### src/rtl/i2c_spi_bridge_ctrl_if.sv
// Byte stream from the I2C receiver on one side, the SPI controller pins and status on the other.
// The bridge uses the slave modport; whoever feeds it bytes and plays the SPI target uses master.
interface i2c_spi_bridge_ctrl_if;
    logic [7:0] rx_byte;
    logic       byte_valid;
    logic       is_addr_byte;
    logic       bus_active;
    logic       spi_miso;
    logic       spi_sck;
    logic       spi_mosi;
    logic       spi_cs_n;
    logic [7:0] miso_byte;
    logic       miso_valid;
    logic       busy;
    logic       overflow;

    modport master (
        output rx_byte, byte_valid, is_addr_byte, bus_active, spi_miso,
        input  spi_sck, spi_mosi, spi_cs_n, miso_byte, miso_valid, busy, overflow
    );

    modport slave (
        input  rx_byte, byte_valid, is_addr_byte, bus_active, spi_miso,
        output spi_sck, spi_mosi, spi_cs_n, miso_byte, miso_valid, busy, overflow
    );
endinterface

### src/rtl/i2c_spi_bridge_ctrl.sv
// Replays received I2C bytes as SPI mode-0 frames: an address byte opens a chip-select frame,
// data bytes stream into the open frame, and a small FIFO absorbs bytes that arrive mid-shift.
module i2c_spi_bridge_ctrl #(
    parameter int CLK_DIV = 4,
    parameter int FIFO_AW = 2
) (
    input logic                  clk,
    input logic                  rst,
    i2c_spi_bridge_ctrl_if.slave bus
);
    localparam int DEPTH = 1 << FIFO_AW;
    localparam int DW    = $clog2(CLK_DIV + 1);
    localparam logic [DW-1:0] DIV_LAST = DW'(CLK_DIV - 1);

    typedef enum logic [2:0] {IDLE, SHIFT_LO, SHIFT_HI, HOLD, GAP} state_t;

    state_t             state, state_nx;
    logic [8:0]         mem [DEPTH];
    logic [FIFO_AW-1:0] wr_ptr, rd_ptr;
    logic [FIFO_AW:0]   count;
    logic               full, empty, push, pop, load, div_done, data_head;
    logic [8:0]         head;

    logic [DW-1:0] div_cnt, div_nx;
    logic [2:0]    bit_cnt, bit_nx;
    logic [7:0]    tx_byte, tx_nx, rx_shift, rxs_nx, miso_byte, mbyte_nx;
    logic          sck, sck_nx, mosi, mosi_nx, cs_n, cs_n_nx, mvalid, mvalid_nx, busy, overflow;

    assign full      = (count == (FIFO_AW+1)'(DEPTH));
    assign empty     = (count == '0);
    assign push      = bus.byte_valid && !full;
    assign head      = mem[rd_ptr];
    assign data_head = !empty && !head[8];
    assign div_done  = (div_cnt == DIV_LAST);

    // NOTE: every variable written below gets a default first, so no path can infer a latch.
    always_comb begin
        state_nx  = state;
        div_nx    = div_cnt;
        bit_nx    = bit_cnt;
        tx_nx     = tx_byte;
        rxs_nx    = rx_shift;
        sck_nx    = sck;
        mosi_nx   = mosi;
        cs_n_nx   = cs_n;
        mbyte_nx  = miso_byte;
        mvalid_nx = 1'b0;
        load      = 1'b0;
        pop       = 1'b0;
        unique case (state)
            IDLE: load = !empty;
            SHIFT_LO: begin
                if (div_done) begin
                    sck_nx   = 1'b1;
                    rxs_nx   = {rx_shift[6:0], bus.spi_miso};
                    div_nx   = '0;
                    state_nx = SHIFT_HI;
                end else begin
                    div_nx = div_cnt + DW'(1);
                end
            end
            SHIFT_HI: begin
                if (div_done) begin
                    sck_nx = 1'b0;
                    div_nx = '0;
                    if (bit_cnt != 3'd0) begin
                        bit_nx   = bit_cnt - 3'd1;
                        mosi_nx  = tx_byte[bit_cnt - 3'd1];
                        state_nx = SHIFT_LO;
                    end else begin
                        mbyte_nx  = rx_shift;
                        mvalid_nx = 1'b1;
                        load      = data_head;
                        if (!data_head)
                            state_nx = HOLD;
                    end
                end else begin
                    div_nx = div_cnt + DW'(1);
                end
            end
            HOLD: begin
                if (data_head) begin
                    load = 1'b1;
                end else if (!empty || !bus.bus_active) begin
                    // An address byte waiting, or the I2C transaction ended: close the frame.
                    if (div_done) begin
                        cs_n_nx  = 1'b1;
                        div_nx   = '0;
                        state_nx = GAP;
                    end else begin
                        div_nx = div_cnt + DW'(1);
                    end
                end else begin
                    div_nx = '0;
                end
            end
            GAP: begin
                if (div_done) begin
                    div_nx = '0;
                    load   = !empty;
                    if (empty)
                        state_nx = IDLE;
                end else begin
                    div_nx = div_cnt + DW'(1);
                end
            end
            default: state_nx = IDLE;
        endcase
        // Popping from the end of GAP keeps the CS-high gap between frames at exactly CLK_DIV.
        if (load) begin
            pop      = 1'b1;
            cs_n_nx  = 1'b0;
            tx_nx    = head[7:0];
            mosi_nx  = head[7];
            bit_nx   = 3'd7;
            div_nx   = '0;
            state_nx = SHIFT_LO;
        end
    end

    // NOTE: sequential state is updated with non-blocking assignments only.
    always_ff @(posedge clk) begin
        if (rst) begin
            state     <= IDLE;
            div_cnt   <= '0;
            bit_cnt   <= 3'd7;
            tx_byte   <= '0;
            rx_shift  <= '0;
            sck       <= 1'b0;
            mosi      <= 1'b0;
            cs_n      <= 1'b1;
            miso_byte <= '0;
            mvalid    <= 1'b0;
            busy      <= 1'b0;
            overflow  <= 1'b0;
            wr_ptr    <= '0;
            rd_ptr    <= '0;
            count     <= '0;
        end else begin
            state     <= state_nx;
            div_cnt   <= div_nx;
            bit_cnt   <= bit_nx;
            tx_byte   <= tx_nx;
            rx_shift  <= rxs_nx;
            sck       <= sck_nx;
            mosi      <= mosi_nx;
            cs_n      <= cs_n_nx;
            miso_byte <= mbyte_nx;
            mvalid    <= mvalid_nx;
            busy      <= !cs_n || !empty;
            if (bus.byte_valid && full)
                overflow <= 1'b1;
            if (push)
                wr_ptr <= wr_ptr + FIFO_AW'(1);
            if (pop)
                rd_ptr <= rd_ptr + FIFO_AW'(1);
            count <= count + (FIFO_AW+1)'(push) - (FIFO_AW+1)'(pop);
        end
    end

    // NOTE: FIFO storage has no reset; the cleared pointers and count make stale entries unreachable.
    always_ff @(posedge clk) begin
        if (push)
            mem[wr_ptr] <= {bus.is_addr_byte, bus.rx_byte};
    end

    assign bus.spi_sck    = sck;
    assign bus.spi_mosi   = mosi;
    assign bus.spi_cs_n   = cs_n;
    assign bus.miso_byte  = miso_byte;
    assign bus.miso_valid = mvalid;
    assign bus.busy       = busy;
    assign bus.overflow   = overflow;
endmodule

### src/flat_wrapper.sv
// flat-port wrapper written by rule: the top's interface ports become plain ports
module i2c_spi_bridge_ctrl_flat 
#(
    parameter int CLK_DIV = 4,
    parameter int FIFO_AW = 2
)
  (clk, rst, bus_rx_byte, bus_byte_valid, bus_is_addr_byte, bus_bus_active, bus_spi_miso, bus_spi_sck, bus_spi_mosi, bus_spi_cs_n, bus_miso_byte, bus_miso_valid, bus_busy, bus_overflow);
  i2c_spi_bridge_ctrl_if bus_i ();
  input logic clk;
  input logic rst;
  input wire logic [$bits(bus_i.rx_byte)-1:0] bus_rx_byte;
  input wire logic [$bits(bus_i.byte_valid)-1:0] bus_byte_valid;
  input wire logic [$bits(bus_i.is_addr_byte)-1:0] bus_is_addr_byte;
  input wire logic [$bits(bus_i.bus_active)-1:0] bus_bus_active;
  input wire logic [$bits(bus_i.spi_miso)-1:0] bus_spi_miso;
  output wire logic [$bits(bus_i.spi_sck)-1:0] bus_spi_sck;
  output wire logic [$bits(bus_i.spi_mosi)-1:0] bus_spi_mosi;
  output wire logic [$bits(bus_i.spi_cs_n)-1:0] bus_spi_cs_n;
  output wire logic [$bits(bus_i.miso_byte)-1:0] bus_miso_byte;
  output wire logic [$bits(bus_i.miso_valid)-1:0] bus_miso_valid;
  output wire logic [$bits(bus_i.busy)-1:0] bus_busy;
  output wire logic [$bits(bus_i.overflow)-1:0] bus_overflow;
  assign bus_i.rx_byte = bus_rx_byte;
  assign bus_i.byte_valid = bus_byte_valid;
  assign bus_i.is_addr_byte = bus_is_addr_byte;
  assign bus_i.bus_active = bus_bus_active;
  assign bus_i.spi_miso = bus_spi_miso;
  assign bus_spi_sck = bus_i.spi_sck;
  assign bus_spi_mosi = bus_i.spi_mosi;
  assign bus_spi_cs_n = bus_i.spi_cs_n;
  assign bus_miso_byte = bus_i.miso_byte;
  assign bus_miso_valid = bus_i.miso_valid;
  assign bus_busy = bus_i.busy;
  assign bus_overflow = bus_i.overflow;
  i2c_spi_bridge_ctrl #(.CLK_DIV(CLK_DIV), .FIFO_AW(FIFO_AW)) u_core (.clk(clk), .rst(rst), .bus(bus_i));
endmodule
### config.mk
export PLATFORM = sky130hd
export DESIGN_NAME = i2c_spi_bridge_ctrl_flat
export DESIGN_NICKNAME = d
export VERILOG_FILES = /design/src/rtl/i2c_spi_bridge_ctrl_if.sv /design/src/rtl/i2c_spi_bridge_ctrl.sv /design/src/flat_wrapper.sv
export SDC_FILE = /design/constraint.sdc
export NUM_CORES = 1
export LEC_CHECK = 0
export CAP_MARGIN = 30
export CORE_ASPECT_RATIO = 1.5
export CORE_MARGIN = 5
export CORE_UTILIZATION = 30
export DETAILED_ROUTE_END_ITERATION = 8
export PLACE_DENSITY = 0.55
export SLEW_MARGIN = 30
export SYNTH_ARGS = -nofsm -noshare
export SYNTH_HDL_FRONTEND = slang
export SYNTH_SLANG_ARGS = --single-unit
export TNS_END_PERCENT = 50
### constraint.sdc
create_clock -name clk -period 7.7 [get_ports clk]
set_input_delay 1.54 -clock clk [delete_from_list [all_inputs] [get_ports clk]]
set_output_delay 1.54 -clock clk [all_outputs]
set_load 0.1 [all_outputs]
Word-level counts from Yosys, hierarchy flattened
Memories as Yosys holds them, arrays and structs flattened. A register that Yosys moved wholly into a read port is not among the register bits.
Cells that the tools add are included.
{"block": "word_totals", "ff_bits": 46, "ram_bits": 36, "out_inout_bits": 14, "wordCells": 123, "n_memories": 1}
{"block": "op_classes", "n_addsub": 6, "order_cmp": 1, "eq_ne": 24, "muxes": 39, "bitwise_logic": 4, "reduce_logical": 32}
{"memory": "u_core.mem", "depth": 4, "width": 9, "read_ports": 1, "rd_ports_with_merged_regs": 1, "wr": 1, "line": "i2c_spi_bridge_ctrl.sv:18", "text": "logic [8:0] mem [DEPTH];"}
{"op": "$mux 3", "n": 12}
{"op": "$mux 1", "n": 20}
{"op": "$ne 3x1->1 const B", "n": 6}
{"op": "$reduce_and 9->1", "n": 2}
{"op": "$ne 2x1->1 const B", "n": 8}
{"op": "$pmux 3 s5", "n": 1}
{"op": "$reduce_bool 2->1", "n": 7}
{"op": "$reduce_and 3->1", "n": 4}
{"op": "$eq 3x2->1 const B", "n": 3}
{"op": "$eq 3x3->1 const B", "n": 2}
{"op": "$logic_not 3->1", "n": 2}
{"op": "$pmux 3 s2", "n": 1}
{"op": "$reduce_or 3->1", "n": 2}
{"op": "$logic_not 1->1", "n": 5}
{"op": "$add 2x1->2 const B", "n": 2}
{"op": "$lt 3x4->1 const B", "n": 1}
{"op": "$mux 2", "n": 2}
{"op": "$ne 4x3->1 const B", "n": 1}
{"op": "$not 1->1", "n": 4}
{"op": "$pmux 1 s4", "n": 1}
{"op": "$reduce_and 2->1", "n": 2}
{"op": "$reduce_and 4->1", "n": 1}
{"op": "$add 3x1->3", "n": 1}
{"op": "$add 3x1->3 const B", "n": 1}
{"op": "other kinds (12)", "n": 15}

Longest topological paths before layout
{"block": "depth", "word_depth": 9, "mapped_depth": 14, "ltp_nobuf": 13}

Worst setup path after synthesis
Ideal clock, no wire load.
{"block": "synth_path", "path_kind": "in2reg", "startpoint": "in bus_byte_valid", "endpoint": "reg u_core.count[2]", "setup_ns": 0.128, "arrival_ns": 2.654, "required_ns": 7.572, "path_slack_ns": 4.919, "path_stages": 6, "n_path_buf": 0, "cell_sequence": "a21boi_1 ha_1 fa_1 xnor2_1 xnor2_1 nor2_1"}
{"block": "synth_via", "elab_chain_len": 3}
{"element": "start, declared", "line": "flat_wrapper.sv:12", "text": "input wire logic [$bits(bus_i.byte_valid)-1:0] bus_byte_valid;"}
{"element": "$logic_and 1x1->1", "line": "i2c_spi_bridge_ctrl.sv:31", "text": "assign push = bus.byte_valid && !full;"}
{"element": "$add 3x1->3", "line": "i2c_spi_bridge_ctrl.sv:157", "text": "count <= count + (FIFO_AW+1)'(push) - (FIFO_AW+1)'(pop);"}
{"element": "$sub 3x1->3", "line": "i2c_spi_bridge_ctrl.sv:157"}
{"element": "end signal, assigned", "line": "i2c_spi_bridge_ctrl.sv:157"}
{"element": "end, declared", "line": "i2c_spi_bridge_ctrl.sv:20", "text": "logic [FIFO_AW:0] count;"}
Every way passes these cells.
A chain may end at the register's enable or synchronous reset.

Final worst setup path
{"block": "layout_path", "startpoint": "reg u_core.cs_n (netlist: u_core.bus.spi_cs_n)", "endpoint": "out bus_spi_cs_n"}
{"element": "start, declared", "line": "i2c_spi_bridge_ctrl.sv:27", "text": "logic sck, sck_nx, mosi, mosi_nx, cs_n, cs_n_nx, mvalid, mvalid_nx, busy, overflow;"}
{"element": "start signal, assigned", "line": "i2c_spi_bridge_ctrl.sv:147", "text": "cs_n <= cs_n_nx;"}
{"element": "end, declared", "line": "flat_wrapper.sv:18", "text": "output wire logic [$bits(bus_i.spi_cs_n)-1:0] bus_spi_cs_n;"}
No word-level cell between the ends.

==> reports/qor.yml <==
status: "finished clean"
setup_violations: 0
drtPass1Iterations: 4
syn_area_um2: 3660
fin_tns_setup_ns: 0
slowest_stage: "clkdlybuf4s50_1"
grt_start_max_net_pins: 43
cpLargestDelayFamily: "buffers and inverters"
seqCellArea_um2: 2040
io_buffers: 27
hold_buffers: 0
die-area_um2: 14500
nets: 342
clock-sinks: 84
fill_cells: 1167
grt_use_total_pct: 9.83
worst_ep_arrival_time_ns: 1.85
die_w_um: 100
drtIter0Drc: 98
drtAntennaViolNets: 0
synthCells: 293
cp_cell_sequence: "clkdlybuf4s50_1"
io_pins: 28
fmax_mhz: 295
ys.flop_type: "dfxtp_1"
clkLatencyLatePin_ns: 0.33
synth_area_per_cell_um2: 12.5
crit_required_ns: 6.16
synth_top_area_share_pct: 29.5
multiInputGateArea_um2: 1470
wirelength_mm: 6.76
crit_fanout: 3
fin_skew_ns: 0.00999
cts_max_level: 3
path_class: "flip-flop to output pin"
synth_edf_count: 36
core_um2: 12000
rows: 49
clockRootBuffer: "clkbuf_16"
gp_congestion: 0.774
clk_path_buf_depth: 2
vdd_drop_max_mv: 0.127
cp.buffers_inverters: 1
tritoncts: "built"
power.density_nw_per_um2: 319
n_antenna_cell: 0
numCtsBuffers: 9
antenna_found_initial: 0
cts_setup_buffers: 0
worst_setup_path_end_kind: "output pin"
synth_seq_area_share_pct: 55.8
cts.repair.resized: 0
synth_area_leaders: "edfxtp_1, dfxtp_1, mux4_1"
finalCritPeriodShare_pct: 44.0
vias_per_cell: 4.83
startpoint_type: "flip-flop"
path_clk_slew_ns: 0.07
hold_viol_final: 0
synth_area_leader_cell: "edfxtp_1"
area_growth_pct: 18.7
rsz0062_at_grt: "no"
initial_core_util_pct: 30.6
critical_path.max_stage_delay_ns: 1.15
drv_cap: 0
period_minus_slack_ns: 3.39
first_global_vias: 2339
tightest_slew_ns: 0.974
vias: 2301
grt_overflow_total: 0
wl_per_cell_um: 14.2
leakagePower_nw: 1.50
grt_first_pass_wirelength_mm: 11.3
yosysWarnings: 0
async_reset_ff_share_pct: 0
relSlewSlack_pct: 34.9
drive_gt1_share_pct: 9.60
synth.distinct_cells: 52
ys_seq_elements: 84
drc: 0
dieHeight_um: 145
dp_hpwl_mm: 4.93
final-max-slew-violation-count: 0
synth_fp_nets: 317
hp-class: "flip-flop to flip-flop"
finalPower_w: 0.00139
[cells in the mapped netlist (all sizes together), types with 4 or more instances]
cell type / instances
mux4: 11
nor2b: 4
nand3: 12
nand2b: 4
nor2: 29
buf: 8
mux2i: 19
o21ai: 13
dfxtp: 48
a21oi: 17
xnor2: 6
edfxtp: 36
and2: 4
nand2: 7
clkbuf: 7
nor3: 7
or3: 4
ha: 9
inv: 13
[layout by cell type (no fill, tap or decap), types with 3 or more instances in the layout]
cell             instances
clkbuf_16                9
edfxtp_1                36
dfxtp_1                 48
xnor2_1                  6
ha_1                     9
o21ai_0                 12
mux4_1                   8
mux2i_1                 19
mux4_2                   3
nand2_1                  7
clkdlybuf4s50_1         27
nor2b_1                  4
or3_1                    4
buf_4                    3
nor3_1                   6
nand2b_1                 4
and2_1                   4
a21oi_1                 17
inv_1                   13
nor2_1                  28
nand3_1                 12
[flip-flops by register name (all words and copies together), names as in the netlist, named ones only]
name and flops:
u_core.wr_ptr 2, u_core.tx_byte 8, u_core.state 3, u_core.bus.overflow 1
u_core.rd_ptr 2, u_core.bus.spi_cs_n 1, u_core.div_cnt 3, u_core.bus.miso_valid 1
u_core.bus.busy 1, u_core.bus.spi_sck 1, u_core.bit_cnt 3, u_core.count 3
u_core.bus.spi_mosi 1, u_core.mem 36, u_core.rx_shift 8, u_core.bus.miso_byte 8
[cell type report]
cell class                      count  area share (%)
Sequential cell                    84            47.0
Multi-Input combinational cell    180            33.8
Timing Repair Buffer               30            6.74
Clock buffer                       10            5.27
Tap cell                          153            4.41
Clock inverter                      6            1.64
Inverter                           13            1.12
[final timing paths]
path | start | endpoint | slack [ns] | depth (start not counted)
max reg2reg | flip-flop | u_core.count[2] | 4.42 | 11
min | u_core.tx_byte[1] | u_core.tx_byte[1] | 0.47 | 2
min reg2reg | u_core.tx_byte[1] | u_core.tx_byte[1] | 0.47 | 2
max | u_core.bus.spi_cs_n | bus_spi_cs_n | 4.31 | 1
[cells by family after synthesis]
logic type | count (synthesis) | synth area share, %
AO/OA/AOI/OAI | 53 | 10.1
XOR/XNOR | 6 | 1.44
adder cells (fa/ha/maj) | 10 | 3.63
buffers and inverters | 29 | 4.58
flip-flops | 84 | 55.8
multiplexers | 31 | 13.1
AND/OR/NAND/NOR | 80 | 11.4
[per-stage QoR]
stage	hold WS [ns]	setup WS, ns	util (%)	instance area, µm²	cells
finish	0.465	4.31	36.3	4340	476
global route	0.494	4.13	36.3	4340	476
CTS	0.467	4.29	36.2	4330	476
detailed placement	0.459	4.15	33.7	4030	460
global placement	0.443	4.20	33.7	4030	460
floorplan	0.436	4.92	-	3660	293
[where the power goes]
group          switching (W)  internal, W  total (W)
Sequential         0.0000621     0.000535   0.000597
Combinational       0.000208     0.000156   0.000364
Clock               0.000172     0.000254   0.000426
Total               0.000443     0.000945    0.00139
[layer usage]
metal	vias to the layer above	GRT usage (%)	routed length, µm
met3	8	2.45	175
li1	1133	-	-
met2	19	17.2	3690
met1	1141	10.9	2780
met4	0	4.72	110
met5	-	0	0
No activity file was read; power rests on OpenSTA's default activity.
